$ cat config.mk
export PLATFORM = sky130hd
export DESIGN_NAME = uart_recv_cfg
export DESIGN_NICKNAME = d
export VERILOG_FILES = /design/src/rtl/uart_recv_cfg.sv
export SDC_FILE = /design/constraint.sdc
export NUM_CORES = 1
export LEC_CHECK = 0
export CORE_ASPECT_RATIO = 0.7
export CORE_MARGIN = 4
export CORE_UTILIZATION = 53
export DETAILED_ROUTE_END_ITERATION = 8
export GPL_ROUTABILITY_DRIVEN = 0
export GPL_TIMING_DRIVEN = 0
export PLACE_DENSITY = 0.83
export SYNTH_ARGS = -nofsm -noshare
export SYNTH_HDL_FRONTEND = slang
export SYNTH_SLANG_ARGS = --single-unit
$ cat constraint.sdc
create_clock -name clk -period 2.6 [get_ports clk]
set_clock_uncertainty 0.2 [all_clocks]
set_input_delay 0.52 -clock clk [delete_from_list [all_inputs] [get_ports clk]]
set_output_delay 0.52 -clock clk [all_outputs]
set_load 0.005 [all_outputs]
$ cat src/rtl/uart_recv_cfg.sv
// uart_recv_cfg: UART receiver with configurable width, parity and stop bits.
// Synchronised, majority-voted sampling feeding a 1-deep valid/ready output register.
module uart_recv_cfg #(
    parameter int WAIT_CYCLES = 10,
    parameter int DATA_BITS   = 8,
    parameter int PARITY      = 0,
    parameter int STOP_BITS   = 1
) (
    input  logic                 clk,
    input  logic                 reset,
    input  logic                 uartRx,
    output logic [DATA_BITS-1:0] rxData,
    output logic                 rxValid,
    input  logic                 rxReady,
    output logic                 rxParityErr,
    output logic                 rxFrameErr,
    output logic                 rxOverrun
);
    localparam int CW = $clog2(WAIT_CYCLES + 1);
    localparam int NB = DATA_BITS + ((PARITY != 0) ? 1 : 0) + STOP_BITS;
    localparam int BW = $clog2(NB + 1);

    typedef enum logic [2:0] {IDLE, START, DATA, PAR, STOP, BRK} state_t;

    state_t               state_q, state_d;
    logic [1:0]           sync_q, sync_d, hist_q, hist_d;
    logic [CW-1:0]        cnt_q, cnt_d;
    logic [BW-1:0]        bit_q, bit_d;
    logic [DATA_BITS-1:0] shift_q, shift_d, data_q, data_d;
    logic                 perr_q, perr_d, ferr_q, ferr_d;
    logic                 valid_q, valid_d, pflag_q, pflag_d, fflag_q, fflag_d, ovr_q, ovr_d;
    logic                 rx_s, vote, tick, half, last, commit, accept, ferr_now;

    assign rxData      = data_q;
    assign rxValid     = valid_q;
    assign rxParityErr = pflag_q;
    assign rxFrameErr  = fflag_q;
    assign rxOverrun   = ovr_q;

    always_comb begin
        rx_s     = sync_q[1];
        vote     = (rx_s & hist_q[0]) | (rx_s & hist_q[1]) | (hist_q[0] & hist_q[1]);
        tick     = cnt_q == CW'(WAIT_CYCLES);
        half     = cnt_q == CW'(WAIT_CYCLES / 2);
        last     = bit_q == BW'(NB - 1);
        ferr_now = ferr_q | ~vote;
        commit   = state_q == STOP && tick && last;
        accept   = valid_q & rxReady;
        sync_d   = {sync_q[0], uartRx};
        hist_d   = {hist_q[0], rx_s};
        state_d  = state_q;
        cnt_d    = (state_q == IDLE || state_q == BRK) ? '0 : cnt_q + CW'(1);
        bit_d    = bit_q;
        shift_d  = shift_q;
        perr_d   = perr_q;
        ferr_d   = ferr_q;
        case (state_q)
            IDLE: if (!rx_s) begin
                state_d = START;
                cnt_d   = CW'(1);
                bit_d   = '0;
                perr_d  = 1'b0;
                ferr_d  = 1'b0;
            end
            START: if (half) begin
                state_d = vote ? IDLE : DATA;
                cnt_d   = CW'(1);
            end
            DATA: if (tick) begin
                shift_d = {vote, shift_q[DATA_BITS-1:1]};
                cnt_d   = CW'(1);
                bit_d   = bit_q + BW'(1);
                if (bit_q == BW'(DATA_BITS - 1)) state_d = (PARITY != 0) ? PAR : STOP;
            end
            PAR: if (tick) begin
                perr_d  = (^shift_q ^ vote) != (PARITY == 1);
                cnt_d   = CW'(1);
                bit_d   = bit_q + BW'(1);
                state_d = STOP;
            end
            STOP: if (tick) begin
                ferr_d = ferr_now;
                cnt_d  = CW'(1);
                bit_d  = last ? '0 : bit_q + BW'(1);
                // A low final stop over an all-zero word is a line break: park until the line recovers
                if (last) state_d = (!vote && shift_q == '0) ? BRK : IDLE;
            end
            BRK: if (rx_s) state_d = IDLE;
            default: state_d = IDLE;
        endcase
        valid_d = commit | (valid_q & ~rxReady);
        data_d  = commit ? shift_q : data_q;
        pflag_d = commit ? perr_q : (accept ? 1'b0 : pflag_q);
        fflag_d = commit ? ferr_now : (accept ? 1'b0 : fflag_q);
        ovr_d   = commit ? (valid_q & ~rxReady) : (accept ? 1'b0 : ovr_q);
    end

    always_ff @(posedge clk) begin
        if (reset) begin
            state_q <= IDLE;
            sync_q  <= 2'b11;
            hist_q  <= 2'b11;
            cnt_q   <= '0;
            bit_q   <= '0;
            shift_q <= '0;
            perr_q  <= 1'b0;
            ferr_q  <= 1'b0;
            data_q  <= '0;
            valid_q <= 1'b0;
            pflag_q <= 1'b0;
            fflag_q <= 1'b0;
            ovr_q   <= 1'b0;
        end else begin
            state_q <= state_d;
            sync_q  <= sync_d;
            hist_q  <= hist_d;
            cnt_q   <= cnt_d;
            bit_q   <= bit_d;
            shift_q <= shift_d;
            perr_q  <= perr_d;
            ferr_q  <= ferr_d;
            data_q  <= data_d;
            valid_q <= valid_d;
            pflag_q <= pflag_d;
            fflag_q <= fflag_d;
            ovr_q   <= ovr_d;
        end
    end
endmodule

==> results.md <==
* Clock slew at reported path FFs at 80 ps
* ANT cells at 0
* Final #Nets at 245
* R2r endpoint: rxData[2]
* DR iter-0 viols at 136
* TritonCTS Sinks at 37
* Final period util at 83.8%
* Worst hold start: sync_q[0]
* First-pass GRT wire length at 6570 um
* F_max at 0.459 GHz
* Mapped Area at 1890 um^2
* FFs w/ async S/R, synth at 0%
* Max incr delay on CP at 370 ps
* Design area at 2180 um^2
* Slowest-stage cell, CP: dfxtp_1
* Die Y at 58.0 um
* Routed WL per cell at 13.7 um
* Hold path cells at 1
* Final Hold Viols at 0
* Row Count at 17
* Syn Area/Cell at 8.98 um^2
* Pwr Density at 533 nW/um^2
* Starting Density at 57.5%
* Run status: finished clean
* Number of synthesized flops with an enable pin at 0
* Max-cap violations at 0
* Fin. max-slew vios at 0
* Register area at 741 um^2
* Pre-antenna DRT Iters at 5
* Syn. warnings at 0
* Vias per std cell at 5.47
* CP arrival at 2160 ps
* Endpoint class of the critical path: flop
* Hold-critical path endpoint: sync_q[1]
* Root Driver: clkbuf_8
* Placed inst area at 2090 um^2
* CP Launch Type: flop
* Die ar. at 4610 um^2
* Worst min-delay path class: flop to flop
* Antenna Nets Post-Route at 0
* Final wirelength at 3840 um
* Commonest non-fill, non-tap cell in the layout: dfxtp_1
* R2R Path Start: cnt_q[0]
* IO Count at 16
* Syn Inst Count at 211
* Congestion Overflow GR at 0
* Tmin final at 2180 ps
* Cell Chain, Critical Path: inv_1 -> ha_1 -> and3b_1 -> and4_1 -> buf_2 -> buf_4 -> mux2i_1 -> nor2_1
* Multi-input logic area at 1020 um^2
* Core area at 3300 um^2
* Setup Fix Bufs, Post-CTS at 0
* Area growth syn-to-layout at 15.1%
* Worst Path Class, Setup: flop to flop
* H-tree Lvls at 2
* Layout cells sized above 1 at 9.01%
* Cts bufs inserted at 5
* Unrepaired setup endpoints after global routing: false
* Worst slew margin at 63.9%
* CTS max path bufs at 2
* Worst EP required at 2580 ps
* Leading cell types in the layout, fill and taps excluded: 37 x dfxtp_1, 26 x nor2_1, 18 x inv_1
* Netlist cell types at 50
* Port bufs at 14
* Leak Pwr at 0.000848 uW
* GRT Resource Usage Total at 19.0%
* Via Count at 1,532
* Clk_lat worst skew at 300 ps
* Sequential element share of the synthesized area at 39.1%
* Worst Reg-to-Reg Cells at 8
* Synth Flop Type: dfxtp_1
* Setup TNS at 0 ps
* Peak supply drop at 0.349 mV
* Final setup viols at 0
* Least-Margin Pin Slew at 541 ps
* Post-route DRC at 0
* # resized after CTS at 0
* Layout filler cell count at 290
* Post-DP HPWL at 2800 um
* Setup ws final at 420 ps
* Initial antenna violation count at 0
* Chip width at 79.5 um
* Flop2flop setup slack at 420 ps
* CTS tree: done
* Largest net degree at the start of global routing at 13
* Yosys reg bits at 37
* Post-Syn Nets at 224
* DP Worst Slack at 412 ps
* Hold_buf cts at 0
* Critical Path Fanout Max at 10
* Vias in the first global route at 1,400
[layout make-up]
cell class                      count  share of cell area, %
Clock buffer                        5                   3.16
Inverter                           19                   3.27
Timing Repair Buffer               14                   6.43
Tap cell                           47                   2.70
Sequential cell                    37                   34.0
Multi-Input combinational cell    143                   46.8
Buffer                             12                   2.81
Clock inverter                      3                  0.804
[per-stage QoR]
| step | hold WS [ps] | power [uW] | cells | utilization [%] |
|---|---|---|---|---|
| after global placement | 191 | 767 | 272 | 63.5 |
| after CTS | 223 | 1170 | 280 | 66.1 |
| after floorplan | 189 | 736 | 211 | - |
| final | 218 | 1160 | 280 | 66.1 |
| after global routing | 241 | 1220 | 280 | 66.1 |
| after detailed placement | 205 | 771 | 272 | 63.5 |
[sequential cells by signal (all words and copies together), names as in the netlist, 2 cells and up]
signal   flops
rxData       8
bit_q        4
sync_q       2
hist_q       2
cnt_q        4
shift_q      8
state_q      3
[power breakdown]
part / internal [uW] / total (uW) / switching (uW)
combinational: 80.6 / 178 / 97.5
clock: 185 / 399 / 214
sequential: 576 / 583 / 7.01
[critical path, delay by kind of cell, from the launching register on]
family        cells  cell delay (ps)
buf+inv           3              490
simple gates      3              560
flops             1              370
mux               1              230
fa+ha+maj         1              200
[cell usage after synthesis, drive strengths merged (2+ instances only)]
master | number | area [um^2]
mux2i | 17 | 170
clkbuf | 6 | 22.5
nor3 | 5 | 25.0
or3b | 3 | 28.8
nor2 | 26 | 97.6
nor2b | 3 | 18.8
nand2 | 5 | 18.8
and3b | 4 | 35.0
o32ai | 3 | 26.3
a22oi | 2 | 15.0
buf | 6 | 38.8
a311oi | 2 | 17.5
nand3b | 3 | 22.5
o21ai | 5 | 25.0
dfxtp | 37 | 741
o22ai | 2 | 12.5
o21a | 2 | 15.0
o31ai | 2 | 15.0
or2 | 5 | 31.3
mux2 | 3 | 33.8
a21oi | 10 | 50.1
xor2 | 2 | 17.5
or3 | 5 | 31.3
inv | 19 | 71.3
nand2b | 2 | 15.0
nand3 | 4 | 20.0
ha | 9 | 113
xnor2 | 4 | 35.0
[how the worst max path moves through the flow]
stage            endpoint      from  slack (ps)  cells after the start
6_report        rxData[2]  cnt_q[0]         420                      8
5_1_grt         rxData[2]  cnt_q[0]         240                      8
4_1_cts         rxData[2]  cnt_q[0]         410                      8
3_5_place_dp    rxData[2]  cnt_q[0]         410                      8
3_3_place_gp    rxData[1]  cnt_q[0]         490                      8
2_1_floorplan  rxFrameErr  cnt_q[0]         710                      7
[kinds of logic after synthesis]
family / synth area share, %
buffers and inverters: 7.00
AOI/OAI and AO/OA: 13.0
and+or+nand+nor: 20.9
adders and majority gates: 6.47
muxes: 10.8
DFF: 39.1
xor gates and xnor gates: 2.77
[layer usage]
metal  global-route usage (%)  up-vias  part of all wire (%)
met4                     7.35        0                   1.5
met3                     6.52        4                   7.6
met5                        0        -                     0
met1                     26.5      700                    50
met2                     26.9       48                    40
li1                         -      780                     -
Power figures use the tool's default switching activity.
